==> src/rtl/nbody_snapshot_reader.sv <==
// Bus master that snapshots all nbody positions after each step and streams {idx,x,y} beats.
// Optional DONE-poll timeout compiled in with `define NBODY_SNAP_TIMEOUT_EN.
//
// state     | meaning
// S_IDLE    | waiting for start
// S_POLL    | issue DONE read
// S_WAIT_P  | wait RD_LAT for DONE data
// S_GAP     | POLL_GAP idle cycles before next poll
// S_FREEZE  | write READ=1
// S_RDX     | issue READ_X read for idx
// S_WAIT_X  | wait RD_LAT, capture x
// S_RDY     | issue READ_Y read for idx
// S_WAIT_Y  | wait RD_LAT, capture y
// S_PUSH    | present beat until out_ready
// S_RELEASE | write READ=0, pulse frame_done
module nbody_snapshot_reader #(
  parameter int ADDR_W   = 16,
  parameter int IDX_W    = 9,
  parameter int RD_LAT   = 2,
  parameter int POLL_GAP = 8
`ifdef NBODY_SNAP_TIMEOUT_EN
  , parameter int TIMEOUT = 65535
`endif
) (
  input  logic              clk,
  input  logic              rst_n,
  input  logic              start,
  input  logic [IDX_W:0]    n_bodies,
  output logic              busy,
  output logic              frame_done,
  output logic              m_chipselect,
  output logic              m_write,
  output logic              m_read,
  output logic [ADDR_W-1:0] m_addr,
  output logic [63:0]       m_writedata,
  input  logic [63:0]       m_readdata,
  output logic              out_valid,
  input  logic              out_ready,
  output logic [IDX_W-1:0]  out_idx,
  output logic [63:0]       out_x,
  output logic [63:0]       out_y,
  output logic              out_last,
  output logic              err
);

  localparam logic [6:0] SEL_DONE   = 7'h40;
  localparam logic [6:0] SEL_READ   = 7'h01;
  localparam logic [6:0] SEL_READ_X = 7'h41;
  localparam logic [6:0] SEL_READ_Y = 7'h42;
  localparam logic [IDX_W:0] N_MAX  = (IDX_W+1)'(1 << IDX_W);

  typedef enum logic [3:0] {
    S_IDLE, S_POLL, S_WAIT_P, S_GAP, S_FREEZE, S_RDX,
    S_WAIT_X, S_RDY, S_WAIT_Y, S_PUSH, S_RELEASE
  } state_t;

  state_t           state_q, state_d;
  logic [15:0]      cnt_q;
  logic [IDX_W-1:0] idx_q;
  logic [IDX_W:0]   n_q;
  logic [IDX_W:0]   idx_nxt;
  logic [63:0]      x_q, y_q;
  logic [6:0]       sel;
  logic             use_idx;
  logic             cnt_zero;
  logic             timeout_hit;

  assign cnt_zero = (cnt_q == 16'd0);
  assign idx_nxt  = (IDX_W+1)'(idx_q) + (IDX_W+1)'(1);

`ifdef NBODY_SNAP_TIMEOUT_EN
  localparam int PW = (TIMEOUT > 1) ? $clog2(TIMEOUT + 1) : 1;
  logic [PW-1:0] poll_q;
  logic          err_q;

  // Hit on the TIMEOUT-th consecutive failed DONE read of this snapshot.
  assign timeout_hit = (poll_q == PW'(TIMEOUT - 1));
  assign err         = err_q;

  always_ff @(posedge clk or negedge rst_n) begin
    if (!rst_n) begin
      poll_q <= '0;
      err_q  <= 1'b0;
    end else if (state_q == S_IDLE && start) begin
      poll_q <= '0;
    end else if (state_q == S_WAIT_P && cnt_zero && !m_readdata[0]) begin
      poll_q <= poll_q + 1'b1;
      if (timeout_hit) err_q <= 1'b1;
    end
  end
`else
  assign timeout_hit = 1'b0;
  assign err         = 1'b0;
`endif

  always_comb begin
    state_d     = state_q;
    m_read      = 1'b0;
    m_write     = 1'b0;
    m_writedata = 64'd0;
    sel         = 7'd0;
    use_idx     = 1'b0;
    frame_done  = 1'b0;
    case (state_q)
      S_IDLE:   if (start) state_d = S_POLL;
      S_POLL: begin
        m_read  = 1'b1;
        sel     = SEL_DONE;
        state_d = S_WAIT_P;
      end
      S_WAIT_P: if (cnt_zero) begin
        if (m_readdata[0])    state_d = S_FREEZE;
        else if (timeout_hit) state_d = S_IDLE;
        else                  state_d = S_GAP;
      end
      S_GAP:    if (cnt_zero) state_d = S_POLL;
      S_FREEZE: begin
        m_write     = 1'b1;
        sel         = SEL_READ;
        m_writedata = 64'd1;
        state_d     = (n_q != '0) ? S_RDX : S_RELEASE;
      end
      S_RDX: begin
        m_read  = 1'b1;
        sel     = SEL_READ_X;
        use_idx = 1'b1;
        state_d = S_WAIT_X;
      end
      S_WAIT_X: if (cnt_zero) state_d = S_RDY;
      S_RDY: begin
        m_read  = 1'b1;
        sel     = SEL_READ_Y;
        use_idx = 1'b1;
        state_d = S_WAIT_Y;
      end
      S_WAIT_Y: if (cnt_zero) state_d = S_PUSH;
      S_PUSH:   if (out_ready) state_d = (idx_nxt < n_q) ? S_RDX : S_RELEASE;
      S_RELEASE: begin
        m_write    = 1'b1;
        sel        = SEL_READ;
        frame_done = 1'b1;
        state_d    = S_IDLE;
      end
      default:  state_d = S_IDLE;
    endcase
  end

  assign m_chipselect = m_read | m_write;
  assign m_addr       = {sel, (use_idx ? idx_q : {IDX_W{1'b0}})};
  assign busy         = (state_q != S_IDLE);
  assign out_valid    = (state_q == S_PUSH);
  assign out_idx      = idx_q;
  assign out_x        = x_q;
  assign out_y        = y_q;
  assign out_last     = out_valid && (idx_nxt == n_q);

  always_ff @(posedge clk or negedge rst_n) begin
    if (!rst_n) begin
      state_q <= S_IDLE;
      cnt_q   <= 16'd0;
      idx_q   <= '0;
      n_q     <= '0;
      x_q     <= 64'd0;
      y_q     <= 64'd0;
    end else begin
      state_q <= state_d;
      // Shared down-counter: read latency after each read, poll gap after a failed DONE.
      case (state_q)
        S_POLL, S_RDX, S_RDY: cnt_q <= 16'(RD_LAT - 1);
        S_WAIT_P: cnt_q <= cnt_zero ? 16'(POLL_GAP - 1) : cnt_q - 16'd1;
        default:  if (!cnt_zero) cnt_q <= cnt_q - 16'd1;
      endcase
      if (state_q == S_IDLE && start) begin
        idx_q <= '0;
        n_q   <= (n_bodies > N_MAX) ? N_MAX : n_bodies;
      end
      if (state_q == S_WAIT_X && cnt_zero) x_q <= m_readdata;
      if (state_q == S_WAIT_Y && cnt_zero) y_q <= m_readdata;
      if (state_q == S_PUSH && out_ready) idx_q <= idx_nxt[IDX_W-1:0];
    end
  end

endmodule

==> config.mk <==
export PLATFORM = sky130hd
export DESIGN_NAME = nbody_snapshot_reader
export DESIGN_NICKNAME = d
export VERILOG_FILES = /design/src/rtl/nbody_snapshot_reader.sv
export SDC_FILE = /design/constraint.sdc
export NUM_CORES = 1
export LEC_CHECK = 0
export BUFFER_PORTS_ARGS = -buffer_cell sky130_fd_sc_hd__buf_4
export CAP_MARGIN = 20
export CORE_ASPECT_RATIO = 1.4
export CORE_MARGIN = 4
export CORE_UTILIZATION = 45
export CTS_CLUSTER_SIZE = 8
export DETAILED_ROUTE_END_ITERATION = 10
export PLACE_DENSITY = 0.79
export SLEW_MARGIN = 20
export SYNTH_ARGS = -nofsm -noshare
export SYNTH_HDL_FRONTEND = slang
export SYNTH_SLANG_ARGS = --single-unit
export TNS_END_PERCENT = 20
==> constraint.sdc <==
create_clock -name clk -period 5.8 [get_ports clk]
set_input_delay 0.29 -clock clk [delete_from_list [all_inputs] [get_ports clk]]
set_output_delay 0.29 -clock clk [all_outputs]
set_load 0.05 [all_outputs]
==> results_dict.tcl <==
set metrics [dict create \
    finalHoldViolations 0 \
    vias_per_cell 5.02 \
    setup_slack_ns 2.66 \
    crit_path_max_fanout 36 \
    drtPass1Iterations 4 \
    grt_setup_unrepaired "no" \
    syn_avg_cell_area_um2 12.3 \
    grt_overflow 0 \
    critical_path.top_delay_family "simple AND/OR/NAND/NOR gates" \
    routed_wl_um 18900 \
    syn-cell-area_um2 7930 \
    final.setup.tns_ns 0 \
    p_int_w 0.00243 \
    synth_top_area_cell "dfrtp_1" \
    clock_skew_ns 0.0140 \
    core-area_um2 17300 \
    crit_chain "inv_1 > ha_1 > nor4b_1 > and4_1 > and2_2 > buf_4 > mux2_2" \
    preCtsSetupSlack_ns 2.64 \
    ys_seq_area_share_pct 52.7 \
    p_per_area_nw_per_um2 399 \
    synth_top_flop_cell "dfrtp_1" \
    layout_common_cells "buf_4 (237), dfrtp_1 (167), mux2_2 (120), conb_1 (68), o21ai_0 (29)" \
    leakagePower_nw 5.39 \
    drc 0 \
    synth.distinct_cells 51 \
    dp_cells 1091 \
    period_needed_ns 3.14 \
    yosysWarnings 0 \
    ys_async_sr_fraction_pct 100 \
    synthTopCellsByArea "dfrtp_1 (53%), mux2_2 (17%), buf_4 (7.2%), ha_1 (2.1%), o21ai_0 (1.8%)" \
    layout.nets 966 \
    p_sw_w 0.00163 \
    peakVddDrop_mv 0.192 \
    die_h_um 165 \
    dp_hpwl_um 13800 \
    gp_congestion 0.857 \
    r2r_slack_ns 2.66 \
    synthCells 646 \
    hold_path.class "in2reg" \
    area_growth_syn_to_layout_pct 28.5 \
    max_slew_margin_pct 35.2 \
    layout.cells.non_filler 1124 \
    dieArea_um2 19800 \
    synth-edff-count 0 \
    port_buffers 234 \
    die_w_um 120 \
    final_common_cell "buf_4" \
    clk_latency_ns 0.43 \
    drive_gt1_share_pct 45.4 \
    fp-row-count 57 \
    final-setup-viol-count 0 \
    clkTransAtPathRegs_ns 0.07 \
    cts_tree "built" \
    grt_usage_pct 18.7 \
    cts.sinks 167 \
    comb_power_share_pct 34.6 \
    crit_arrival_ns 3.44 \
    cts_setup_buffers 0 \
    drv_cap 0 \
    grt_max_degree 89 \
    status "finished clean" \
    utilization_pct 58.8 \
    critPathMaxStageDelay_ns 0.70 \
    drtIter0Drc 309 \
    diodes 0 \
    synth.top_cell.area_share_pct 52.7 \
    htreeDepth 4 \
    clockRootBuffer "clkbuf_16" \
    period_share_pct 54.1 \
    crit_type "reg2reg" \
    start_kind "flip-flop" \
    clock.fmax_mhz 319 \
    grt_pass1_vias 5673 \
    ys_ff_latch 167 \
    grt_pass1_wl_um 29300 \
    max_slew.worst_pin.slew_ns 0.958 \
    swShare_pct 40.1 \
    vias 5642 \
    crit_buf_inv 2 \
    antenna_found_initial 0 \
    wl_per_cell_um 16.8 \
    clockPowerShare_pct 28.3 \
    slowest_stage "and2_2" \
    antenna_left 0 \
    p_seq_share_pct 37.1 \
    io_pins 303 \
    clk_path_buf_depth 2 \
    cts_buffers 17 \
    crit_required_ns 6.10 \
    finalMaxSlewViolations 0 \
    crit_path_end_kind "flip-flop" \
    cts_resized 0 \
    initial_core_util_pct 45.8 \
    hold_buffers 1 \
]
## state kept, by name, summed over array words and instances, names as in the netlist
| signal | cells |
|---|---|
| cnt_q | 16 |
| out_x | 64 |
| state_q | 4 |
| out_idx | 9 |
| n_q | 10 |
| out_y | 64 |
## power by group through the flow
stage               Clock (W)  Sequential, W  Combinational (W)
floorplan                   0        0.00179           0.000767
global placement            0        0.00152            0.00139
detailed placement          0        0.00153            0.00141
CTS                   0.00118        0.00151            0.00141
global route          0.00123        0.00154            0.00152
finish                0.00115        0.00151            0.00141
## layout make-up
type	instances	area [um^2]
fill	1448	7140
sequential	167	4180
multi-input combinational	430	3230
timing repair buffer	240	1810
clock buffer	17	425
tap	236	295
clock inverter	15	179
inverter	19	71.3
## cell families after synthesis
logic type | Yosys count | share of synthesized area [%]
flip-flops | 167 | 52.7
multiplexers | 130 | 18.5
AND/OR/NAND/NOR | 125 | 9.17
buffers and inverters | 116 | 9.81
AO/OA/AOI/OAI | 85 | 6.77
adder cells (fa/ha/maj) | 13 | 2.05
XOR/XNOR | 9 | 0.994
other | 1 | 0.0473
## layer usage
layer	GRT usage (%)	vias to the layer above	part of all wire, %
met4	8.18	0	2.8
met3	4.09	38	6.6
met2	33.2	237	53
met1	21.8	2750	37
li1	-	2617	-
met5	0	-	0
## worst paths after layout
kind | from | to | cells after the start
setup / recovery | cnt_q[0] | out_y[12] | 7
setup reg to reg | cnt_q[0] | out_y[12] | 7
max in group asynchronous | rst_n | cnt_q[12] | 3
hold / removal | m_readdata[21] | out_x[21] | 2
min in group asynchronous | rst_n | n_q[0] | 2
hold reg to reg | out_x[18] | out_x[18] | 1
## synth_stat cells (all sizes together), types with 6 or more instances
cell / instances
mux2: 130
nor3: 10
dfrtp: 167
nand2b: 9
clkbuf: 10
or3: 13
ha: 13
inv: 19
and3: 10
o21ai: 29
buf: 87
nand3: 12
nand2: 17
nor4: 6
a21oi: 20
nor2: 20
xnor2: 6
## per-stage QoR
step | area (um^2) | total power [W] | hold slack, ns
after floorplan | 8180 | 0.00256 | -0.00559
after global placement | 9570 | 0.00291 | 0.407
after detailed placement | 9570 | 0.00294 | 0.412
after CTS | 10200 | 0.00410 | 0.0665
after global routing | 10200 | 0.00429 | 0.0722
final | 10200 | 0.00406 | 0.0889
## worst register-to-register path, delay by kind of cell (launching register included)
kind | cells | cell delay [ns]
buffers and inverters | 2 | 0.67
flip-flops | 1 | 0.37
adder cells (fa/ha/maj) | 1 | 0.16
AND/OR/NAND/NOR | 3 | 1.42
multiplexers | 1 | 0.41
Note: power is estimated with default switching activity, not from simulation.
